===== config.mk =====
export PLATFORM = sky130hd
export DESIGN_NAME = aixh_mxc_left_ospe_ctrl
export DESIGN_NICKNAME = d
export VERILOG_FILES = /design/src/rtl/aixh_mxc_left_ospe_ctrl_pkg.sv /design/src/rtl/aixh_mxc_left_ospe_pack.sv /design/src/rtl/aixh_mxc_left_ospe_ctrl.sv
export SDC_FILE = /design/constraint.sdc
export NUM_CORES = 2
export LEC_CHECK = 0
export ABC_CLOCK_PERIOD_IN_PS = 7200
export BUFFER_PORTS_ARGS = -buffer_cell sky130_fd_sc_hd__buf_2
export CORE_ASPECT_RATIO = 2
export CORE_MARGIN = 2
export CORE_UTILIZATION = 31
export CTS_CLUSTER_DIAMETER = 60
export DETAILED_ROUTE_END_ITERATION = 8
export PLACE_DENSITY = 0.5
export SYNTH_ARGS = -nofsm -noshare
export SYNTH_HDL_FRONTEND = slang
export SYNTH_SLANG_ARGS = --single-unit

===== constraint.sdc =====
create_clock -name aixh_core_clk2x -period 7.2 [get_ports aixh_core_clk2x]
set_input_delay 0.36 -clock aixh_core_clk2x [delete_from_list [all_inputs] [get_ports aixh_core_clk2x]]
set_output_delay 0.36 -clock aixh_core_clk2x [all_outputs]
set_load 0.02 [all_outputs]

===== src/rtl/aixh_mxc_left_ospe_ctrl_pkg.sv =====
// Shared types for the MxConv left-tile ospe drain controller.
// Precision encoding, scale entry width and lane helpers.
`ifndef AIXH_MXC_LOSPE_STAGES
`define AIXH_MXC_LOSPE_STAGES 4
`endif

package AIXH_MXC_pkg;

    localparam int SCALE_BITS = 32;

    typedef enum logic [1:0] {
        P4  = 2'b00,
        P8  = 2'b01,
        P16 = 2'b10
    } prec_e;

    function automatic prec_e prec_decode(logic [1:0] m);
        return (m == 2'b00) ? P4 : (m == 2'b01) ? P8 : P16;
    endfunction

    function automatic logic [3:0] lanes_per_word(prec_e p);
        return (p == P4) ? 4'd8 : (p == P8) ? 4'd4 : 4'd2;
    endfunction

endpackage


===== src/rtl/aixh_mxc_left_ospe_pack.sv =====
// Packs quantized ospe results into 32-bit words.
// Holds the output register; everything moves only on adv.
module aixh_mxc_left_ospe_pack
    import AIXH_MXC_pkg::*;
(
    input  logic        aixh_core_clk2x,
    input  logic        aixh_core_rstn2x,
    input  logic        adv,
    input  prec_e       prec,
    input  logic        res_valid,
    input  logic        res_last,
    input  logic [15:0] res_data,
    output logic        out_valid,
    output logic [31:0] out_data,
    output logic        out_last
);

    logic [2:0]  lane_q;
    logic [31:0] buf_q;
    logic [31:0] ins;
    logic [31:0] word;
    logic        lane_full;
    logic        word_done;

    always_comb begin
        ins = '0;
        unique case (prec)
            P4:      ins = 32'(res_data[3:0]) << {lane_q, 2'b00};
            P8:      ins = 32'(res_data[7:0]) << {lane_q, 3'b000};
            default: ins = 32'(res_data) << {lane_q, 4'b0000};
        endcase
    end

    assign word      = buf_q | ins;
    assign lane_full = (lane_q == 3'(lanes_per_word(prec) - 4'd1));
    assign word_done = res_valid && (lane_full || res_last);

    always_ff @(posedge aixh_core_clk2x or negedge aixh_core_rstn2x) begin
        if (!aixh_core_rstn2x) begin
            lane_q    <= '0;
            buf_q     <= '0;
            out_valid <= 1'b0;
            out_data  <= '0;
            out_last  <= 1'b0;
        end else if (adv) begin
            // adv implies the held word (if any) was taken this cycle
            out_valid <= word_done;
            if (word_done) begin
                out_data <= word;
                out_last <= res_last;
                buf_q    <= '0;
                lane_q   <= '0;
            end else if (res_valid) begin
                buf_q    <= word;
                lane_q   <= lane_q + 3'd1;
            end
        end
    end

endmodule


===== src/rtl/aixh_mxc_left_ospe_ctrl.sv =====
// Left-tile ospe drain controller: issues accumulator and padding
// slots, tracks ospe latency with tags and packs the results.
module aixh_mxc_left_ospe_ctrl
    import AIXH_MXC_pkg::*;
#(
    parameter int OSPE_LAT      = `AIXH_MXC_LOSPE_STAGES,
    parameter int SCALE_ENTRIES = 64,
    parameter int CNT_BITS      = 16
) (
    input  logic                             aixh_core_clk2x,
    input  logic                             aixh_core_rstn2x,
    input  logic                             scl_we,
    input  logic [$clog2(SCALE_ENTRIES)-1:0] scl_addr,
    input  logic [SCALE_BITS-1:0]            scl_wdata,
    input  logic                             cmd_valid,
    output logic                             cmd_ready,
    input  logic [CNT_BITS-1:0]              cmd_total,
    input  logic [CNT_BITS-1:0]              cmd_active,
    input  logic [1:0]                       cmd_prec,
    input  logic                             cmd_uint,
    input  logic [$clog2(SCALE_ENTRIES)-1:0] cmd_scl_base,
    input  logic                             acc_valid,
    output logic                             acc_ready,
    input  logic [47:0]                      acc_data,
    output logic                             ospe_enable,
    output logic                             ospe_nullify,
    output logic [1:0]                       ospe_prec_mode,
    output logic                             ospe_uint_mode,
    output logic [SCALE_BITS-1:0]            ospe_isdata,
    output logic [47:0]                      ospe_imdata,
    input  logic [15:0]                      ospe_owdata,
    output logic                             out_valid,
    input  logic                             out_ready,
    output logic [31:0]                      out_data,
    output logic                             out_last,
    output logic                             busy
);

    localparam int AW = $clog2(SCALE_ENTRIES);

    typedef enum logic [1:0] {
        S_IDLE,
        S_ISSUE,
        S_DRAIN
    } state_e;

    state_e                state_q;
    state_e                state_d;
    logic [CNT_BITS-1:0]   total_q;
    logic [CNT_BITS-1:0]   active_q;
    logic [CNT_BITS-1:0]   idx_q;
    logic [CNT_BITS-1:0]   idx_d;
    logic [AW-1:0]         base_q;
    logic [AW-1:0]         scl_idx;
    logic [OSPE_LAT-1:0]   tags_q;
    logic [OSPE_LAT-1:0]   lasts_q;
    logic [SCALE_BITS-1:0] scl_tab [SCALE_ENTRIES];

    logic  adv;
    logic  cmd_fire;
    logic  slot_tag;
    logic  slot_data;
    logic  slot_pad;
    logic  slot_last;
    prec_e prec;

    assign adv         = !out_valid || out_ready;
    assign ospe_enable = adv;
    assign cmd_fire    = cmd_valid && cmd_ready;
    assign slot_last   = (idx_q == total_q - CNT_BITS'(1));
    assign scl_idx     = base_q + idx_q[AW-1:0];
    assign busy        = (state_q != S_IDLE);
    assign prec        = prec_decode(ospe_prec_mode);

    always_comb begin
        state_d   = state_q;
        idx_d     = idx_q;
        cmd_ready = 1'b0;
        acc_ready = 1'b0;
        slot_tag  = 1'b0;
        slot_data = 1'b0;
        slot_pad  = 1'b0;
        unique case (state_q)
            S_IDLE: begin
                cmd_ready = adv;
                if (adv && cmd_valid) begin
                    state_d = S_ISSUE;
                    idx_d   = '0;
                end
            end
            S_ISSUE: begin
                if (adv) begin
                    if (idx_q < active_q) begin
                        acc_ready = 1'b1;
                        slot_data = acc_valid;
                        slot_tag  = acc_valid;
                    end else begin
                        slot_pad  = 1'b1;
                        slot_tag  = 1'b1;
                    end
                    if (slot_tag) begin
                        idx_d = idx_q + CNT_BITS'(1);
                        if (slot_last) state_d = S_DRAIN;
                    end
                end
            end
            S_DRAIN: begin
                if (adv && tags_q == '0) state_d = S_IDLE;
            end
            default: state_d = S_IDLE;
        endcase
    end

    always_ff @(posedge aixh_core_clk2x or negedge aixh_core_rstn2x) begin
        if (!aixh_core_rstn2x) begin
            state_q        <= S_IDLE;
            total_q        <= '0;
            active_q       <= '0;
            base_q         <= '0;
            idx_q          <= '0;
            tags_q         <= '0;
            lasts_q        <= '0;
            ospe_imdata    <= '0;
            ospe_isdata    <= '0;
            ospe_nullify   <= 1'b0;
            ospe_prec_mode <= '0;
            ospe_uint_mode <= 1'b0;
        end else if (adv) begin
            state_q <= state_d;
            idx_q   <= idx_d;
            tags_q  <= (tags_q << 1) | OSPE_LAT'(slot_tag);
            lasts_q <= (lasts_q << 1) | OSPE_LAT'(slot_tag && slot_last);
            if (cmd_fire) begin
                total_q        <= cmd_total;
                active_q       <= cmd_active;
                base_q         <= cmd_scl_base;
                ospe_prec_mode <= cmd_prec;
                ospe_uint_mode <= cmd_uint;
            end
            if (state_q == S_ISSUE) ospe_isdata <= scl_tab[scl_idx];
            // bubbles leave the ospe inputs untouched
            if (slot_data) begin
                ospe_imdata  <= acc_data;
                ospe_nullify <= 1'b0;
            end else if (slot_pad) begin
                ospe_imdata  <= '0;
                ospe_nullify <= 1'b1;
            end
        end
    end

    always_ff @(posedge aixh_core_clk2x) begin
        if (scl_we) scl_tab[scl_addr] <= scl_wdata;
    end

    aixh_mxc_left_ospe_pack u_pack (
        .aixh_core_clk2x  (aixh_core_clk2x),
        .aixh_core_rstn2x (aixh_core_rstn2x),
        .adv              (adv),
        .prec             (prec),
        .res_valid        (tags_q[OSPE_LAT-1]),
        .res_last         (lasts_q[OSPE_LAT-1]),
        .res_data         (ospe_owdata),
        .out_valid        (out_valid),
        .out_data         (out_data),
        .out_last         (out_last)
    );

endmodule

==> flow_summary_export.csv <==
group,metric,value,unit
route,vias,46900,
synth,synth_top_area_cell,"edfxtp_1",
grt,antenna_found_initial,25,
run,cap_violations,0,
grt,grt_first_pass_wirelength,374000,µm
grt,grt-ovfl-total,0,
cts,clkTransAtPathRegs,0.07,ns
cts,ctsResizeCount,0,
power_and_ir_drop,p_int,29.4,mW
route,via_per_inst,5.17,
cts,cts_sinks,2265,
placement,place.gp.congestion,0.798,
power_and_ir_drop,p_leak,33.3,nW
synth,seq_area_frac_synth,75.9,%
critical_path,reg2reg_slack,3.09,ns
synth,synth_top_area_share,69.7,%
sta,fin_crit_sh,57.0,%
power_and_ir_drop,switchingPower,18.8,mW
sta,drv_slew,0,
synth,yosysWarningCount,0,
sta,setup_violations,0,
die,start_util,31.1,%
placement,port_buffers,270,
cts,cts_hold_buf,114,
route,drt-pass1-iter-count,7,
synth,synth_area_leaders,"edfxtp_1, mux4_2, dfrtp_1",
die,dieArea,0.289,mm²
critical_path,slowest_stage,"fa_4",
critical_path,crit_buf_inv,1,
cts,cts_tree,"done",
synth,syn_avg_cell_area,18.7,µm²
critical_path,cp.required,7.89,ns
sta,hold_viol_final,0,
layout,final_area,0.102,mm²
cts,clock_path_buffers,4,
critical_path,worstPathArrival,4.80,ns
power_and_ir_drop,pwr-share-seq,32.3,%
route,drt_iter0_drc,4156,
placement,place_area,0.0948,mm²
cts,clkLatencyLatePin,0.87,ns
grt,grt_start_max_net_pins,137,
sta,slew_headroom,15.9,%
power_and_ir_drop,pwr_density_cell,471,mW/mm²
power_and_ir_drop,switching_share,39.0,%
synth,syn_nets,4884,
layout,multi_input_area,0.0206,mm²
worst_hold_path,hold_start,"cmd_valid",
run_status,status,"finished clean",
synth,netlist_area,0.0882,mm²
placement,hpwl,152000,µm
critical_path,critical_path_class,"register to register",
sta,timing.hold.ws,0.0724,ns
die,core.rowCount,277,
power_and_ir_drop,pwr-share-clk,22.3,%
cts,numCtsBuffers,198,
route,drcViolationCount,0,
critical_path,critPathTopFamily,"adder cells",
critical_path,worst_setup_path_end_kind,"register",
sta,max_freq,0.243,GHz
synth,synth.distinct_cells,74,
grt,track_usage,18.1,%
layout,num-fill-cells,26400,
critical_path,setup.worst_path.start,"idx_q[0]$_DFFE_PN0P_",
synth,synthArstFlopShare,9.58,%
worst_hold_path,min_path_type,"input pin to register",
layout,fin_nets,5307,
synth,synth_edf_count,2048,
die,core,0.284,mm²
route,post_drt_wl_per_cell,29.2,µm
critical_path,path_cells,"ha_4, fa_4, buf_12, mux4_2, nand2_1, nand3_1, a32oi_1, o211ai_1",
die,die_w,381,µm
route,ant_nets,0,
die,fp.dieH,758,µm
layout,drive_gt1_share,24.2,%
critical_path,start_kind,"register",
power_and_ir_drop,comb_power_share,45.4,%
cts,clockRootBuffer,"clkbuf_16",
route,wl,265000,µm
sta,skew,0.0336,ns
sta,max_slew.worst_pin.slew,1.26,ns
synth,yosys_register_bits,2265,
cts,cts_setup_buffers,0,
cts,cts_max_level,4,
synth,synth_ff_type,"edfxtp_1",
layout,syn_to_final_growth,15.9,%
critical_path,r2r-start,"idx_q[0]$_DFFE_PN0P_",
power_and_ir_drop,ir_worst_vdd,0.569,mV
synth,syn_inst,4711,
grt,grt_pass1_vias,49300,
sta,period_needed,4.11,ns
sta,tns,0,ns
die,io_pins,271,
layout,seqCellArea,0.0669,mm²
critical_path,critPathMaxStageDelay,1.13,ns
critical_path,cp_max_fo,92,
sta,rsz0062_at_grt,"false",
cell usage after synthesis, drive strengths merged, types with 32 or more instances:
cell	instances
edfxtp	2048
o21ai	36
a31oi	42
nor2	149
a22o	57
mux4	514
clkbuf	150
dfrtp	217
o211ai	33
nand3	234
nand2	711
buf	127
a32oi	32
nand4	40
a21oi	57
through the flow:
step / utilization, % / total power [mW] / worst slack, ns / cells
4_1_cts: 36.0 / 48.9 / 3.07 / 9052
6_report: 36.0 / 48.1 / 3.09 / 9060
3_3_place_gp: 33.4 / 38.1 / 3.13 / 8586
5_1_grt: 36.0 / 50.4 / 2.96 / 9054
2_1_floorplan: - / 30.3 / 3.65 / 4711
3_5_place_dp: 33.4 / 38.1 / 3.10 / 8586
per-layer routing:
metal / vias up / track usage [%] / wire length [µm]
met1: 25300 / 19.9 / 94400
met5: - / 0 / 43
met2: 1529 / 35.0 / 148000
met3: 452 / 2.41 / 12600
met4: 8 / 6.47 / 10100
li1: 19600 / - / -
cell usage in the layout, fill, tap and decap left out, types with 22 or more instances in the layout:
cell / netlist / final
xnor2_1: 24 / 23
dlygate4sd3_1: 0 / 114
a21oi_1: 57 / 57
clkinv_2: 0 / 28
clkinv_1: 0 / 37
buf_4: 19 / 98
dfrtp_1: 217 / 217
edfxtp_1: 2048 / 2048
a31oi_1: 42 / 42
ha_1: 23 / 22
a22o_1: 57 / 57
nand4_1: 40 / 40
o21ai_0: 36 / 36
clkbuf_1: 150 / 42
nand2_1: 711 / 710
buf_2: 87 / 269
inv_1: 25 / 25
a32oi_1: 32 / 32
clkbuf_16: 0 / 201
o211ai_1: 33 / 33
mux4_2: 514 / 514
nand3_1: 233 / 233
nor2_1: 148 / 81
nor2_4: 1 / 68
flip-flops by register name, summed over array words and instances, names as in the netlist:
register          flops
scl_tab            2048
lasts_q               4
u_pack.lane_q         3
ospe_nullify          1
tags_q                4
u_pack.out_last       1
ospe_imdata          48
ospe_isdata          32
total_q              16
state_q               2
base_q                6
active_q             16
u_pack.out_data      32
ospe_prec_mode        2
u_pack.buf_q         32
u_pack.out_valid      1
ospe_uint_mode        1
idx_q                16
cell families after synthesis:
group,synth area share (%)
AOI/OAI and AO/OA,2.72
xor gates and xnor gates,0.338
adders and majority gates,0.349
buffers and inverters,1.50
DFF,75.9
muxes,13.3
and+or+nand+nor,5.96
worst min-delay path, delay by kind of cell:
family                 cells  cell delay [ns]
buffers and inverters      1             0.12
AOI/OAI and AO/OA          2             0.19
and+or+nand+nor            1             0.22
cell type report:
type	instances	share of cell area, %
Sequential cell	2265	65.5
Multi-Input combinational cell	2144	20.1
Clock buffer	245	5.10
Tap cell	3766	4.61
Timing Repair Buffer	500	3.52
Clock inverter	107	1.07
Inverter	25	0.0918
Antenna cell	8	0.0196
path summary, 6_finish.rpt:
| kind | endpoint | cells after the start |
|---|---|---|
| worst max-delay path | ospe_isdata[4]$_DFFE_PN0P_ | 8 |
| worst min-delay path | state_q[0]$_DFFE_PN0P_ | 4 |
| worst max register to register | ospe_isdata[4]$_DFFE_PN0P_ | 8 |
| worst min register to register | lasts_q[2]$_DFFE_PN0N_ | 2 |
| max in group asynchronous | ospe_imdata[10]$_DFFE_PN0P_ | 3 |
| min in group asynchronous | u_pack.out_data[13]$_DFFE_PN0P_ | 2 |
power by group through the flow:
stage	logic (mW)	clock network [mW]	registers (mW)
after global routing	23.4	11.4	15.6
after floorplan	14.4	0	15.9
final	21.8	10.7	15.6
after global placement	22.2	0	15.8
after detailed placement	22.2	0	15.9
after CTS	22.3	11.0	15.6
Power figures use the tool's default switching activity.
